File: src/rtl/bk_sub_pipe_pkg.sv
// Shared Brent-Kung definitions: default operand width, generate/propagate pair
// and the prefix combine cell used by the adder and its inverse subtractor.
package bk_pkg;

  localparam int WIDTH_DEF = 12;

  typedef logic [WIDTH_DEF:0]   sum_t;
  typedef logic [WIDTH_DEF-1:0] opa_t;

  typedef struct packed {
    logic g;
    logic p;
  } gp_t;

  // Combine a higher-order group with the adjacent lower-order group.
  function automatic gp_t bk_cell(input gp_t gp_hi, input gp_t gp_lo);
    gp_t r;
    r.g = gp_hi.g | (gp_hi.p & gp_lo.g);
    r.p = gp_hi.p & gp_lo.p;
    return r;
  endfunction

endpackage

File: src/rtl/bk_sub_pipe_stage.sv
// Generic valid/data register slice. A stage loads when empty or when the
// next stage loads, so bubbles collapse even while the output is stalled.
module bk_pipe_stage #(
  parameter int W = 8
) (
  input  logic         clk,
  input  logic         rst,
  input  logic         i_valid,
  input  logic [W-1:0] i_data,
  input  logic         i_next_load,
  output logic         o_load,
  output logic         o_valid,
  output logic [W-1:0] o_data
);

  logic         r_vld;
  logic [W-1:0] r_data;

  assign o_load  = !r_vld || i_next_load;
  assign o_valid = r_vld;
  assign o_data  = r_data;

  always_ff @(posedge clk or posedge rst) begin
    if (rst) begin
      r_vld <= 1'b0;
    end else if (o_load) begin
      r_vld <= i_valid;
    end
  end

  // Payload only captures real items, so an idle slice keeps its last value.
  always_ff @(posedge clk) begin
    if (o_load && i_valid) begin
      r_data <= i_data;
    end
  end

endmodule

File: src/rtl/bk_sub_pipe.sv
// Three-stage Brent-Kung prefix subtractor: recovers B = S - A from an adder
// sum S and one operand A, flagging underflow and non-representable B.
module bk_sub_pipe
  import bk_pkg::*;
#(
  parameter int WIDTH = WIDTH_DEF
) (
  input  logic             clk,
  input  logic             rst,
  input  logic             in_valid,
  output logic             in_ready,
  input  logic [WIDTH:0]   in_sum,
  input  logic [WIDTH-1:0] in_opa,
  output logic             out_valid,
  input  logic             out_ready,
  output logic [WIDTH:0]   out_diff,
  output logic             out_underflow,
  output logic             out_range_err
);

  localparam int N             = WIDTH + 1;
  localparam int PREFIX_LEVELS = $clog2(WIDTH + 1);
  localparam int UP_S2         = (PREFIX_LEVELS + 1) / 2;
  localparam int W1            = 2 * N;
  localparam int W2            = 3 * N;
  localparam int W3            = N + 2;

  // Clamps the partner index so dead branches of the unrolled sweeps stay in range.
  function automatic int src_idx(input int i, input int span);
    return (i >= span) ? (i - span) : 0;
  endfunction

  logic          w_ld_p1, w_ld_p2, w_ld_p3;
  logic          w_vld_p1, w_vld_p2, w_vld_p3;
  logic [W1-1:0] w_dat_p1;
  logic [W2-1:0] w_dat_p2;
  logic [W3-1:0] w_dat_p3;

  // ---- stage 1: per-bit generate/propagate of S + ~{0,A} with cin folded into bit 0
  logic [N-1:0] w_nb_p0;
  gp_t  [N-1:0] w_gp_p0;

  assign w_nb_p0 = ~{1'b0, in_opa};

  always_comb begin
    for (int i = 0; i < N; i++) begin
      w_gp_p0[i].g = in_sum[i] & w_nb_p0[i];
      w_gp_p0[i].p = in_sum[i] ^ w_nb_p0[i];
    end
    w_gp_p0[0].g = w_gp_p0[0].g | w_gp_p0[0].p;
  end

  bk_pipe_stage #(.W(W1)) u_stage1 (
    .clk         (clk),
    .rst         (rst),
    .i_valid     (in_valid),
    .i_data      (w_gp_p0),
    .i_next_load (w_ld_p2),
    .o_load      (w_ld_p1),
    .o_valid     (w_vld_p1),
    .o_data      (w_dat_p1)
  );

  assign in_ready = w_ld_p1;

  // ---- stage 2: lower half of the up-sweep; raw propagate rides along for the final XOR
  gp_t  [N-1:0] w_gp_p1;
  gp_t  [N-1:0] w_up_p1;
  logic [N-1:0] w_p_p1;

  assign w_gp_p1 = w_dat_p1;

  always_comb begin
    w_up_p1 = w_gp_p1;
    for (int l = 1; l <= UP_S2; l++) begin
      for (int i = 0; i < N; i++) begin
        if (((i + 1) % (1 << l)) == 0) begin
          w_up_p1[i] = bk_cell(w_up_p1[i], w_up_p1[src_idx(i, 1 << (l - 1))]);
        end
      end
    end
  end

  always_comb begin
    for (int i = 0; i < N; i++) begin
      w_p_p1[i] = w_gp_p1[i].p;
    end
  end

  bk_pipe_stage #(.W(W2)) u_stage2 (
    .clk         (clk),
    .rst         (rst),
    .i_valid     (w_vld_p1),
    .i_data      ({w_p_p1, w_up_p1}),
    .i_next_load (w_ld_p3),
    .o_load      (w_ld_p2),
    .o_valid     (w_vld_p2),
    .o_data      (w_dat_p2)
  );

  // ---- stage 3: finish up-sweep, full down-sweep, sum bits and flags
  gp_t  [N-1:0] w_gp_p2;
  gp_t  [N-1:0] w_pre_p2;
  logic [N-1:0] w_p_p2;
  logic [N-1:0] w_diff_p2;
  logic         w_uf_p2;
  logic         w_re_p2;

  assign w_gp_p2 = w_dat_p2[W1-1:0];
  assign w_p_p2  = w_dat_p2[W2-1:W1];

  always_comb begin
    w_pre_p2 = w_gp_p2;
    for (int l = UP_S2 + 1; l <= PREFIX_LEVELS; l++) begin
      for (int i = 0; i < N; i++) begin
        if (((i + 1) % (1 << l)) == 0) begin
          w_pre_p2[i] = bk_cell(w_pre_p2[i], w_pre_p2[src_idx(i, 1 << (l - 1))]);
        end
      end
    end
    for (int l = PREFIX_LEVELS - 1; l >= 1; l--) begin
      for (int i = 0; i < N; i++) begin
        if ((i >= (1 << l)) && (((i + 1) % (1 << l)) == (1 << (l - 1)))) begin
          w_pre_p2[i] = bk_cell(w_pre_p2[i], w_pre_p2[src_idx(i, 1 << (l - 1))]);
        end
      end
    end
  end

  // w_pre_p2[i].g is the carry out of bit i; bit 0 sees the injected cin of 1.
  always_comb begin
    w_diff_p2[0] = ~w_p_p2[0];
    for (int i = 1; i < N; i++) begin
      w_diff_p2[i] = w_p_p2[i] ^ w_pre_p2[i-1].g;
    end
    w_uf_p2 = ~w_pre_p2[N-1].g;
    w_re_p2 = w_uf_p2 | w_diff_p2[N-1];
  end

  bk_pipe_stage #(.W(W3)) u_stage3 (
    .clk         (clk),
    .rst         (rst),
    .i_valid     (w_vld_p2),
    .i_data      ({w_re_p2, w_uf_p2, w_diff_p2}),
    .i_next_load (out_ready),
    .o_load      (w_ld_p3),
    .o_valid     (w_vld_p3),
    .o_data      (w_dat_p3)
  );

  // Outputs read zero whenever no result is held, including straight after reset.
  assign out_valid     = w_vld_p3;
  assign out_diff      = w_vld_p3 ? w_dat_p3[N-1:0] : '0;
  assign out_underflow = w_vld_p3 & w_dat_p3[N];
  assign out_range_err = w_vld_p3 & w_dat_p3[N+1];

endmodule

File: config.mk
export PLATFORM = sky130hd
export DESIGN_NAME = bk_sub_pipe
export DESIGN_NICKNAME = d
export VERILOG_FILES = /design/src/rtl/bk_sub_pipe_pkg.sv /design/src/rtl/bk_sub_pipe_stage.sv /design/src/rtl/bk_sub_pipe.sv
export SDC_FILE = /design/constraint.sdc
export NUM_CORES = 1
export LEC_CHECK = 0
export ABC_AREA = 0
export CELL_PAD_IN_SITES_DETAIL_PLACEMENT = 1
export CELL_PAD_IN_SITES_GLOBAL_PLACEMENT = 2
export CORE_MARGIN = 1.5
export CORE_UTILIZATION = 35
export DETAILED_ROUTE_END_ITERATION = 6
export DONT_BUFFER_PORTS = 1
export PLACE_DENSITY_LB_ADDON = 0.15
export SYNTH_ARGS = -nofsm -noshare
export SYNTH_HDL_FRONTEND = slang
export SYNTH_SLANG_ARGS = --single-unit
File: constraint.sdc
create_clock -name clk -period 10.2 [get_ports clk]
set_input_delay 2.04 -clock clk [delete_from_list [all_inputs] [get_ports clk]]
set_output_delay 2.04 -clock clk [all_outputs]
set_load 0.02 [all_outputs]
==> metrics <==
CTS Buf Count=9; commonest non-fill, non-tap cells in the layout=edfxtp_1, and2_1, ha_1, inv_1, a21o_1; I/O pins=between 40 and 50; Sw Share=0.213; initial antenna violation count=0; Finished Layout Cells=281; placed cell area=0.00300 sq mm; Synth warnings=0; vias per std cell=4.62; drt pass-1 iters=4; reg-to-reg slack, setup=7.85 ns; clock buffer depth=2; skew final=slightly above 0.007 ns; clk sinks=74; Static Leak=1.26 nW; Period Utilization, post-route=0.430; combinational share of power=0.078; first-pass GRT wire length=just under 7000 microns; Final Util=0.416; Initial Utilization=0.365; Fin Hold WS=0.438 ns; Max Cap Viol=0; die area=0.00874 sq mm; # Post-CTS Setup Buffers=0; syn_area_per_cell=17.6 sq um; Die Width=between 90 and 100 microns; Area Overhead vs Synth=13.9%; Placer Congestion=0.669; residual DRC count=0; share of power burned in registers=0.524; Antenna Cells=0; power per cell area=226 mW/mm^2; DRT iter0 DRCs=41; fin nets=221; status=finished clean; row count=32; Post-Route WL=approximately 4200 microns; Crit Path Class=input pin to output port; number of instances in the placed design=~270; worst skew pair latency=0.33 ns; Root Buffer=clkbuf_8; largest net degree at the start of global routing=31; layout cell share with drive strength beyond 1=0.128; HP Class=flop to flop; RSZ-0062 raised after global routing=false; core box area=0.00785 sq mm; most common cell after layout, fill and taps aside=edfxtp_1; Worst slew margin=0.169; CTS tree=yes; synthesized area=0.00287 sq mm; vias in the first global route=1,415; Max Slew Vio Count=0; GRT Total Usage=0.107; post_cts resized=0; cell count after synthesis=163; crit-path cells=nand4b_2; CP required=8.16 ns; Vias=1,298; finished layout cell area=0.00327 sq mm; DP HPWL=around 2900 microns; drt wl/cell=~15 microns; Final Setup Violations=0; Crit. End Element=output port; Pint=0.580 mW; ANT nets after route=0; fin crit period=about 4.4 ns; I/O Buffers=0; CP peak stage delay=0.31 ns; total global routing overflow=0; fmax=228 MHz; Worst VDD drop=a little under 0.08 mV; clock network fraction of total power=0.397; flops & latches, synth=74; Top delay family on crit path=simple AND/OR/NAND/NOR gates; Least-Margin Pin Slew=roughly 1.2 ns; Yosys cell types=17; worst-path fanout max=3; worst path bufs/invs=0; Final Hold Fails=0; die height=93.5 microns; Clock transition at path regs=~0.080 ns; CTS H-tree lvls=3; Seq/Total Area, Yosys=0.770; P_sw=0.157 mW; Synthesized Nets=210; Setup TNS Final=0 ns; Slowest-stage cell, CP=nand4b_2; CP Launch Type=input pin; crit path DAT=around 2.4 ns; CTS hold repair buffers=0
through the flow:
step / setup WS [ns] / total power, mW
6_report: 5.81 / 0.737
5_1_grt: 5.80 / 0.769
4_1_cts: 5.80 / 0.748
3_5_place_dp: 5.80 / 0.453
3_3_place_gp: 5.82 / 0.449
2_1_floorplan: 5.42 / 0.436
power by group through the flow:
stage	sequential, mW	combinational, mW	clock [mW]
floorplan	0.389	0.0476	0
global placement	0.392	0.0571	0
detailed placement	0.394	0.0591	0
CTS	0.388	0.0599	0.300
global route	0.390	0.0649	0.313
finish	0.387	0.0578	0.293
cells in the mapped netlist:
master / instances / area share
a31o_2: 3 / 0.0092
a21o_1: 11 / 0.029
nor2_1: 6 / 0.0079
a21boi_0: 1 / 0.0026
or2_2: 1 / 0.0022
edfxtp_1: 71 / 0.74
and3_1: 2 / 0.0044
xnor2_1: 5 / 0.015
dfrtp_1: 3 / 0.026
clkbuf_2: 1 / 0.0017
ha_1: 18 / 0.079
inv_1: 16 / 0.021
xor2_1: 1 / 0.0031
and2_1: 19 / 0.041
nor2b_1: 1 / 0.0022
nand4b_2: 1 / 0.0052
nand2b_1: 3 / 0.0065
sequential cells by signal (all words and copies together), names as in the netlist:
register,count
u_stage3.o_valid,1
u_stage3.o_data,15
u_stage2.o_valid,1
u_stage2.o_data,30
u_stage1.o_valid,1
u_stage1.o_data,26
cell families (layout without fill, tap and decap cells):
family | Yosys count | count (layout) | synth area share
fa+ha+maj | 18 | 18 | 0.0786
simple gates | 33 | 33 | 0.0698
xor+xnor | 6 | 6 | 0.0183
compound gates | 15 | 15 | 0.0406
flops | 74 | 74 | 0.770
buf+inv | 17 | 33 | 0.0227
area by class of cell:
cell class / instances / area (sq um)
fill: 786 / 4580
sequential: 74 / 2210
multi-input combinational: 72 / 598
clock inverter: 7 / 141
tap: 102 / 128
clock buffer: 9 / 124
inverter: 16 / 60.1
timing repair buffer: 1 / 7.51
worst paths after layout:
path | start | to | cells past startpoint
max | out_ready | in_ready | 1
min reg2reg | u_stage1.o_data[0] | u_stage2.o_data[26] | 0
min | u_stage1.o_data[0] | u_stage2.o_data[26] | 0
max in group asynchronous | rst | u_stage1.o_valid | 1
min in group asynchronous | rst | u_stage2.o_valid | 1
max reg2reg | u_stage3.o_valid | u_stage1.o_data[13] | 2
routing by layer:
| metal | track usage | vias to the layer above | wire length, microns |
|---|---|---|---|
| met2 | 0.192 | 38 | 2240 |
| li1 | - | 610 | - |
| met3 | 0.0285 | 10 | 202 |
| met5 | 0 | - | 0 |
| met4 | 0.0644 | 0 | 110 |
| met1 | 0.112 | 640 | 1670 |
Power figures use the tool's default switching activity.
